[config.mk]
export PLATFORM = sky130hd
export DESIGN_NAME = display_scan_ctrl
export DESIGN_NICKNAME = d
export VERILOG_FILES = /design/src/rtl/disp_pkg.sv /design/src/rtl/bcd_to_seg.sv /design/src/rtl/display_scan_ctrl.sv
export SDC_FILE = /design/constraint.sdc
export NUM_CORES = 1
export LEC_CHECK = 0
export BUFFER_PORTS_ARGS = -buffer_cell sky130_fd_sc_hd__buf_2
export CAP_MARGIN = 10
export CORE_ASPECT_RATIO = 1.4
export CORE_UTILIZATION = 63
export CTS_BUF_LIST = sky130_fd_sc_hd__clkbuf_8
export DETAILED_ROUTE_END_ITERATION = 6
export PLACE_DENSITY = 0.92
export SLEW_MARGIN = 15
export SYNTH_ARGS = -nofsm -noshare
export SYNTH_HDL_FRONTEND = slang
export SYNTH_SLANG_ARGS = --single-unit
export TNS_END_PERCENT = 30
[constraint.sdc]
create_clock -name clk -period 6.2 [get_ports clk]
set_input_delay 1.24 -clock clk [delete_from_list [all_inputs] [get_ports clk]]
set_output_delay 1.24 -clock clk [all_outputs]
set_load 0.1 [all_outputs]
[src/rtl/disp_pkg.sv]
// Shared definitions for the multiplexed 7-segment display blocks.
// Segment encodings are active low, bit order {g,f,e,d,c,b,a}.
package disp_pkg;

  localparam int unsigned NUM_DIGITS = 4;
  localparam int unsigned DIGIT_W    = 4;

  // Scan scheduler state encoding.
  typedef enum logic [1:0] {
    ST_IDLE  = 2'd0,
    ST_BLANK = 2'd1,
    ST_DRIVE = 2'd2
  } scan_state_e;

  localparam logic [6:0] SEG_OFF  = 7'h7F;
  localparam logic [6:0] SEG_DASH = 7'b0111111;

  // Decimal digit patterns; element n holds the pattern for digit n.
  localparam logic [9:0][6:0] SEG_TABLE = {
    7'b0010000,  // 9
    7'b0000000,  // 8
    7'b1111000,  // 7
    7'b0000010,  // 6
    7'b0010010,  // 5
    7'b0011001,  // 4
    7'b0110000,  // 3
    7'b0100100,  // 2
    7'b1111001,  // 1
    7'b1000000   // 0
  };

endpackage

[src/rtl/bcd_to_seg.sv]
// Combinational BCD nibble to active-low 7-segment decoder.
// Non-decimal nibbles (10-15) show a dash.
module bcd_to_seg
  import disp_pkg::*;
(
  input  logic [3:0] bcd,
  output logic [6:0] seg_c
);

  // Table lookup for 0-9, dash otherwise.
  always_comb begin
    seg_c = SEG_DASH;
    if (bcd < 4'd10) begin
      seg_c = SEG_TABLE[bcd];
    end
  end

endmodule

[src/rtl/display_scan_ctrl.sv]
// Scan scheduler for the 4-digit multiplexed 7-segment stopwatch display.
// Each digit slot is REFRESH_DIV cycles: BLANK_CYC cycles with all anodes off,
// then the digit's anode driven. digits_in is snapshotted once per frame.
// Optional feature: define DISP_DIM_EN to add a brightness[2:0] input that
// trims the lit portion of each drive phase.
module display_scan_ctrl
  import disp_pkg::*;
#(
  parameter int unsigned REFRESH_DIV = 100000,
  parameter int unsigned BLANK_CYC   = 16,
  parameter int unsigned DP_DIGIT    = 2
) (
  input  logic        clk,
  input  logic        rst_n,
  input  logic        en,
  input  logic        blank_lz,
  input  logic [15:0] digits_in,
`ifdef DISP_DIM_EN
  input  logic [2:0]  brightness,
`endif
  output logic [3:0]  an,
  output logic [6:0]  seg,
  output logic        dp,
  output logic        frame_start
);

  localparam int unsigned CNT_W     = $clog2(REFRESH_DIV);
  localparam int unsigned DRIVE_CYC = REFRESH_DIV - BLANK_CYC;
  localparam logic [CNT_W-1:0] BLANK_LAST = CNT_W'(BLANK_CYC - 1);
  localparam logic [CNT_W-1:0] SLOT_LAST  = CNT_W'(REFRESH_DIV - 1);
  localparam logic [3:0] AN_OFF = 4'b1111;

  // Parameter sanity: the drive phase must be non-empty.
  if (REFRESH_DIV <= BLANK_CYC || BLANK_CYC == 0) begin : g_bad_params
    $error("display_scan_ctrl: need REFRESH_DIV > BLANK_CYC > 0");
  end

  scan_state_e      state_q, state_d;
  logic [1:0]       idx_q, idx_d;
  logic [CNT_W-1:0] cnt_q, cnt_d;
  logic [15:0]      snap_q, snap_d;
  logic [3:0]       an_q, an_d;
  logic [6:0]       seg_q, seg_d;
  logic             dp_q, dp_d;
  logic             fs_q, fs_d;
  logic             load;
  logic             hide;
  logic             lit;
  logic [3:0]       nibble;
  logic [6:0]       dec_seg;
`ifdef DISP_DIM_EN
  logic [2:0]       bright_q, bright_d;
  logic [31:0]      drive_cnt;
`endif

  // Next-state: slot timing, digit rotation and per-frame snapshot.
  always_comb begin
    state_d = state_q;
    idx_d   = idx_q;
    cnt_d   = cnt_q;
    snap_d  = snap_q;
    fs_d    = 1'b0;
    load    = 1'b0;
`ifdef DISP_DIM_EN
    bright_d = bright_q;
`endif
    if (!en) begin
      state_d = ST_IDLE;
      idx_d   = 2'd0;
      cnt_d   = '0;
    end else begin
      unique case (state_q)
        ST_IDLE: begin
          state_d = ST_BLANK;
          idx_d   = 2'd0;
          cnt_d   = '0;
          snap_d  = digits_in;
          fs_d    = 1'b1;
          load    = 1'b1;
`ifdef DISP_DIM_EN
          bright_d = brightness;
`endif
        end
        ST_BLANK: begin
          cnt_d = cnt_q + CNT_W'(1);
          if (cnt_q == BLANK_LAST) begin
            state_d = ST_DRIVE;
          end
        end
        ST_DRIVE: begin
          if (cnt_q == SLOT_LAST) begin
            state_d = ST_BLANK;
            cnt_d   = '0;
            idx_d   = idx_q + 2'd1;
            load    = 1'b1;
            if (idx_q == 2'd3) begin
              snap_d = digits_in;
              fs_d   = 1'b1;
`ifdef DISP_DIM_EN
              bright_d = brightness;
`endif
            end
          end else begin
            cnt_d = cnt_q + CNT_W'(1);
          end
        end
        default: begin
          state_d = ST_IDLE;
          idx_d   = 2'd0;
          cnt_d   = '0;
        end
      endcase
    end
  end

  assign nibble = snap_d[{idx_d, 2'b00} +: 4];

  bcd_to_seg u_dec (
    .bcd   (nibble),
    .seg_c (dec_seg)
  );

  // Output shaping: segment/dp reload on slot entry, anode drive, blanking.
  always_comb begin
    an_d  = AN_OFF;
    seg_d = seg_q;
    dp_d  = dp_q;
    lit   = 1'b1;
    hide  = blank_lz && (32'(idx_d) > DP_DIGIT);
    for (int j = 0; j < int'(NUM_DIGITS); j++) begin
      if (j >= int'(idx_d) && snap_d[j*4 +: 4] != 4'd0) begin
        hide = 1'b0;
      end
    end
`ifdef DISP_DIM_EN
    drive_cnt = 32'(cnt_d) - BLANK_CYC;
    lit = (drive_cnt * 32'd8) < ((32'(bright_q) + 32'd1) * DRIVE_CYC);
`endif
    if (state_d == ST_IDLE) begin
      seg_d = SEG_OFF;
      dp_d  = 1'b1;
    end else if (load) begin
      seg_d = hide ? SEG_OFF : dec_seg;
      dp_d  = !(32'(idx_d) == DP_DIGIT);
    end
    if (state_d == ST_DRIVE && lit) begin
      an_d = ~(4'b0001 << idx_d);
    end
  end

  // State and output registers with synchronous active-low reset.
  always_ff @(posedge clk) begin
    if (!rst_n) begin
      state_q <= ST_IDLE;
      idx_q   <= 2'd0;
      cnt_q   <= '0;
      snap_q  <= '0;
      an_q    <= AN_OFF;
      seg_q   <= SEG_OFF;
      dp_q    <= 1'b1;
      fs_q    <= 1'b0;
`ifdef DISP_DIM_EN
      bright_q <= 3'd7;
`endif
    end else begin
      state_q <= state_d;
      idx_q   <= idx_d;
      cnt_q   <= cnt_d;
      snap_q  <= snap_d;
      an_q    <= an_d;
      seg_q   <= seg_d;
      dp_q    <= dp_d;
      fs_q    <= fs_d;
`ifdef DISP_DIM_EN
      bright_q <= bright_d;
`endif
    end
  end

  assign an          = an_q;
  assign seg         = seg_q;
  assign dp          = dp_q;
  assign frame_start = fs_q;

endmodule

==> results.ini, run 1 <==
[logic_synthesis]
syn_inst=307
synth_cell_types=47
synth_area_leaders=dfxtp_1, a21oi_1, nor2_1
netlist_area_um2=2540
synth_fp_nets=338
synth_edf_count=0
avgSynthCellArea_um2=8.27
ys_seq_area_share_pct=39.4
synth_seq_cells=50
yosysTopAreaCell=dfxtp_1
async_flop_share_pct=0
synth_flop_cell=dfxtp_1
ys_warn_count=0
synth_top_area_share_pct=39.4

[clock_tree]
ctsResizeCount=0
clkTransAtPathRegs_ps=90
cts_setup_buffers=0
postCtsHoldBufs=0
cts_tree=yes
cts_sinks=50
max-clock-path-buffers=2
cts_made_buffers=5
htree_levels=2
root_buffer=clkbuf_8
clk_latency_ps=300

[grt]
antenna_found_initial=0
grt_max_degree=26
grt_pass1_vias=2225
overflow=0
grt_pass1_wl_um=9440
grt_usage_pct=27.3

[drt]
vias=2277
drc=0
drtPass1Iterations=4
drt_iter0_drc=122
wl_per_cell_um=14.8
viasPerCell=6.02
ant_nets=0
drt_wl_total_um=5590

[sta]
whs_ps=488
skew_ps=8.12
fin_tns_setup_ps=0
finalCriticalPeriod_ps=4020
relSlewSlack_pct=28.8
fin_crit_sh_pct=64.8
timing.fmax_mhz=249
slew_violations=0
hold_viol=0
grt_setup_unrepaired=false
worstMarginPinSlew_ps=1060
setup_viol_count_final=0

[final_layout]
drive_above_1_share_pct=17.0
layout_common_cells=dfxtp_1, nor2_1, a21oi_1
synthToLayoutAreaGrowth_pct=9.66
final_common_cell=dfxtp_1
diodes=0
fin_area_um2=2780
final_nets=366

[setup_path]
r2r_slack_ps=2410
path_max_fanout=15
cp-end-kind=flop
timing.rr.end=seg[4]
r2r_start=state_q[1]
slowest_delay_ps=840
crit_buf_inv=2
worstSetupPathType=primary input to flop
crit_cells=12
critPathArrivalTime_ps=4260
slowest_stage=o21ai_1
startpoint_type=primary input
worstPathRequired_ps=6440
crit_chain=buf_2 -> and3_1 -> nand3_1 -> o21ai_1 -> a21oi_1 -> o21ai_0 -> o21ai_0 -> a21oi_1 -> inv_1 -> ha_1 -> or3_1 -> a31oi_1
r2r_cells=12
crit_family=compound AO/OA/AOI/OAI gates

[placed_design]
dp_hpwl_um=3950
io_buffers=32
gp_congestion=0.930
dpl_cell_area_um2=2690

[die]
start_util_pct=67.9
die_width_um=55.7
die-area_um2=4290
io_pins=33
coreArea_um2=3740
rows=26
die_h_um=77.1

[pwr]
cell_internal_pwr_uw=446
pwr-share-comb_pct=14.4
pwr-share-clk_pct=31.9
power_uw=622
p_seq_share_pct=53.6
p_sw_uw=176
powerDensity_nw_per_um2=223
switching_share_pct=28.2
ir_drop_mv=0.180
leakage_nw=1.02

[min_path]
holdPathEnd=cnt_q[0]
min_from=cnt_q[0]
hold_class=flop to flop
whs_path_depth=1

[run_status]
status=finished clean

[job]
drv_cap=0

==> stage by stage <==
step | instances | setup WS (ps) | utilization, %
after detailed placement | 370 | 1940 | 71.9
final | 378 | 2180 | 74.4
after CTS | 378 | 2250 | 74.4
after global routing | 378 | 1910 | 74.4
after floorplan | 307 | 2760 | -
after global placement | 370 | 2070 | 71.9
==> worst max-delay path by stage <==
stage,from,endpoint,slack (ps)
2_1_floorplan,en,seg[4],2760
3_3_place_gp,en,seg[4],2070
3_5_place_dp,en,seg[4],1940
4_1_cts,en,seg[4],2250
5_1_grt,en,seg[4],1910
6_report,en,seg[4],2180
==> Yosys cell counts, drive strengths merged, types with 6 or more instances <==
cell type,instances
a21oi,42
and3,7
buf,6
dfxtp,50
ha,11
inv,8
nand2,17
nand3,16
nor2,47
nor3,25
o21ai,16
xnor2,8
xor2,7
==> worst reg2reg max path, stage by stage (launching register included) <==
cell,delay [ps]
dfxtp_1,430
ha_1,370
and3_1,280
nand3_1,100
o21ai_1,840
a21oi_1,220
o21ai_0,210
o21ai_0,110
a21oi_1,310
inv_1,140
ha_1,220
or3_1,370
a31oi_1,150
==> power groups by stage <==
stage	sequential, mW	combinational [mW]	clock [mW]
floorplan	0.359	0.0473	0
global placement	0.341	0.0852	0
detailed placement	0.341	0.0877	0
CTS	0.334	0.0889	0.203
global route	0.335	0.0972	0.214
finish	0.334	0.0899	0.199
==> routing by layer <==
metal  part of all wire, %  up-vias  GRT usage [%]
li1                      -     1147              -
met5                     0        -              0
met2                    52       55           50.1
met3                   3.8       15           4.05
met4                   2.6        0           15.8
met1                    42     1060           28.9
==> state kept, by name, indices dropped and copies added, names as in the netlist <==
signal / flops
state_q: 2
seg: 7
dp: 1
frame_start: 1
cnt_q: 17
idx_q: 2
snap_q: 16
an: 4
==> final cells by class <==
class,count,area (µm²)
well taps,42,52.6
clock buffers,6,82.6
inverters,8,30.0
multi-input cells,238,1450
flip-flops and latches,50,1000
repair buffers,32,160
clock inverters,2,12.5
fillers,290,957
==> logic make-up (layout without fill, tap and decap cells) <==
family	count (synthesis)	after routing	share of synthesized area (%)
muxes	2	2	0.838
AOI/OAI and AO/OA	80	80	20.0
xor gates and xnor gates	15	15	5.18
DFF	50	50	39.4
adders and majority gates	11	11	5.42
and+or+nand+nor	130	130	25.5
buffers and inverters	19	48	3.65
No activity file was read; power rests on OpenSTA's default activity.
==> run 2: changes to the inputs <==
Settings changed: CORE_UTILIZATION 63 to 54, PLACE_DENSITY 0.92 to 0.84.
Clock period 6.2 ns to 3.3 ns, I/O delays scaled along.
==> run 2 against run 1 <==
Critical path type is now flop to flop. Sequential power is 88% higher. Critical path depth shrank 1. Clock power is 110% higher. Global-route usage shrank 3.1 points. Register-to-register slack got worse by 2200 ps. Via count grew 2.1%.
==> results.ini, run 2 (synthesis results as in run 1) <==
[run_status]
status=finished clean  ; unchanged

[final_layout]
synthToLayoutAreaGrowth_pct=13.2  ; was 9.66%
final_common_cell=dfxtp_1  ; unchanged
final_nets=371  ; was 366
diodes=0  ; unchanged
largest_reg_flops=17  ; unchanged
final_cells=403  ; was 378
fin_area_um2=2870  ; was 2780 µm²
drive_above_1_share_pct=18.2  ; was 17.0%
regMostFlops=cnt_q  ; unchanged
layout_common_cells=dfxtp_1, nor2_1, a21oi_1  ; unchanged
final_util_pct=63.3  ; was 74.4%

[sta]
skew_ps=12.4  ; was 8.12 ps
worstMarginPinSlew_ps=870  ; was 1060 ps
finalCriticalPeriod_ps=3120
whs_ps=464  ; was 488 ps
final_critical_path_setup_slack_ps=176  ; was 2180 ps
fin_tns_setup_ps=0  ; unchanged
setup_viol_count_final=0  ; unchanged
hold_viol=0  ; unchanged
fin_crit_sh_pct=94.7
slew_violations=0  ; unchanged
relSlewSlack_pct=41.4  ; was 28.8%
timing.fmax_mhz=320

[clock_tree]
htree_levels=2  ; unchanged
cts_tree=yes  ; unchanged
clkTransAtPathRegs_ps=80  ; was 90 ps
root_buffer=clkbuf_8  ; unchanged
clk_latency_ps=300  ; about the same
max-clock-path-buffers=2  ; unchanged
postCtsHoldBufs=0  ; unchanged
cts_made_buffers=5  ; unchanged
cts_sinks=50  ; unchanged

[pwr]
ir_drop_mv=0.297  ; was 0.180 mV
leakage_nw=1.06  ; was 1.02 nW
power_mw=1.23  ; was 622 µW
pwr-share-comb_pct=14.1  ; was 14.4%
powerDensity_nw_per_um2=427  ; was 223 nW/µm²
p_seq_share_pct=51.1  ; was 53.6%
cell_internal_pwr_uw=897  ; was 446 µW
pwr-share-clk_pct=34.7  ; was 31.9%
switching_share_pct=26.8  ; was 28.2%
p_sw_uw=329  ; was 176 µW

[placed_design]
dp_hpwl_um=4070  ; was 3950 µm
dp_cells=394  ; was 370
dpl_cell_area_um2=2740  ; was 2690 µm²
post-place-ws_ps=95.1  ; was 1940 ps
io_buffers=32  ; unchanged
gp_congestion=0.912  ; was 0.930

[drt]
drtPass1Iterations=4  ; unchanged
vias=2325  ; was 2277
drt_wl_total_um=5700  ; was 5590 µm
ant_nets=0  ; unchanged
drt_iter0_drc=189  ; was 122
viasPerCell=5.77  ; was 6.02
wl_per_cell_um=14.1  ; was 14.8 µm
drc=0  ; unchanged

[grt]
antenna_found_initial=0  ; unchanged
grt_pass1_vias=2170  ; was 2225
grt_usage_pct=24.2  ; was 27.3%
use_met1_pct=27.3  ; was 28.9%
overflow=0  ; unchanged
grt_use_met2_pct=42.9  ; was 50.1%
grtUsageMet3_pct=3.74  ; was 4.05%
grt_pass1_wl_um=9320  ; was 9440 µm
grt_max_degree=26  ; unchanged
gr-max-usage-layer=met2  ; unchanged

[setup_path]
startpoint_type=flop  ; was primary input
critPathArrivalTime_ps=3310  ; was 4260 ps
cp-end-kind=flop  ; unchanged
worstSetupPathType=flop to flop  ; was primary input to flop
path_max_fanout=25  ; was 15
worstPathRequired_ps=3490  ; was 6440 ps

[die]
start_util_pct=56.0  ; was 67.9%
coreArea_um2=4540  ; was 3740 µm²
rows=29  ; was 26
die_h_um=83.1  ; was 77.1 µm
io_pins=33  ; unchanged
die-area_um2=4980  ; was 4290 µm²
die_width_um=60.0  ; was 55.7 µm

[job]
drv_cap=0  ; unchanged

[min_path]
hold_class=flop to flop  ; unchanged

run 2: changes by cell type in the layout (fill, tap and decap cells not counted), sizes merged:
| cell | change |
|---|---|
| buf | +5 |
| bufinv | +1 |
| clkbuf | -1 |
| clkinv | -1 |
| inv | +1 |
run 2: area by class of cell:
type | instances | area, µm²
inverters | 8 | 30.0
clock inverters | 3 | 41.3
fillers | 382 | 1660
flip-flops and latches | 50 | 1000
multi-input cells | 238 | 1460
well taps | 62 | 77.6
repair buffers | 37 | 198
clock buffers | 5 | 68.8
run 2: critical path, cell delays in order, from the launching register on:
cell and delay, ps:
dfxtp_1 370, ha_1 220, and4_4 270, nand4_1 210, o211ai_1 290, a31o_4 370
nor3_1 140, a211oi_2 350, o22ai_1 210, a2111oi_4 310, buf_4 200, a21oi_1 70
run 2: power by group through the flow:
stage	logic, mW	registers (mW)	clock network [mW]
floorplan	0.0888	0.675	0
global placement	0.165	0.640	0
detailed placement	0.169	0.641	0
CTS	0.170	0.627	0.434
global route	0.188	0.629	0.460
finish	0.173	0.627	0.426
run 2: final timing paths:
path	startpoint	endpoint	slack [ps]	depth (start not counted)
max	cnt_q[0]	seg[0]	180	11
max reg2reg	cnt_q[0]	seg[0]	180	11
min	cnt_q[0]	cnt_q[0]	460	1
min reg2reg	cnt_q[0]	cnt_q[0]	460	1
run 2: timing repair:
item                                    4_1_cts  5_1_grt
buffers inserted                              0        1
resized for setup                             0        2
endpoints found under the setup margin        0        6
run 2: layer usage:
metal	up-vias	wire, µm	part of all wire, %
li1	1156	-	-
met1	1082	2290	40
met2	72	3070	54
met3	15	213	3.7
met4	0	125	2.2
met5	-	0	0
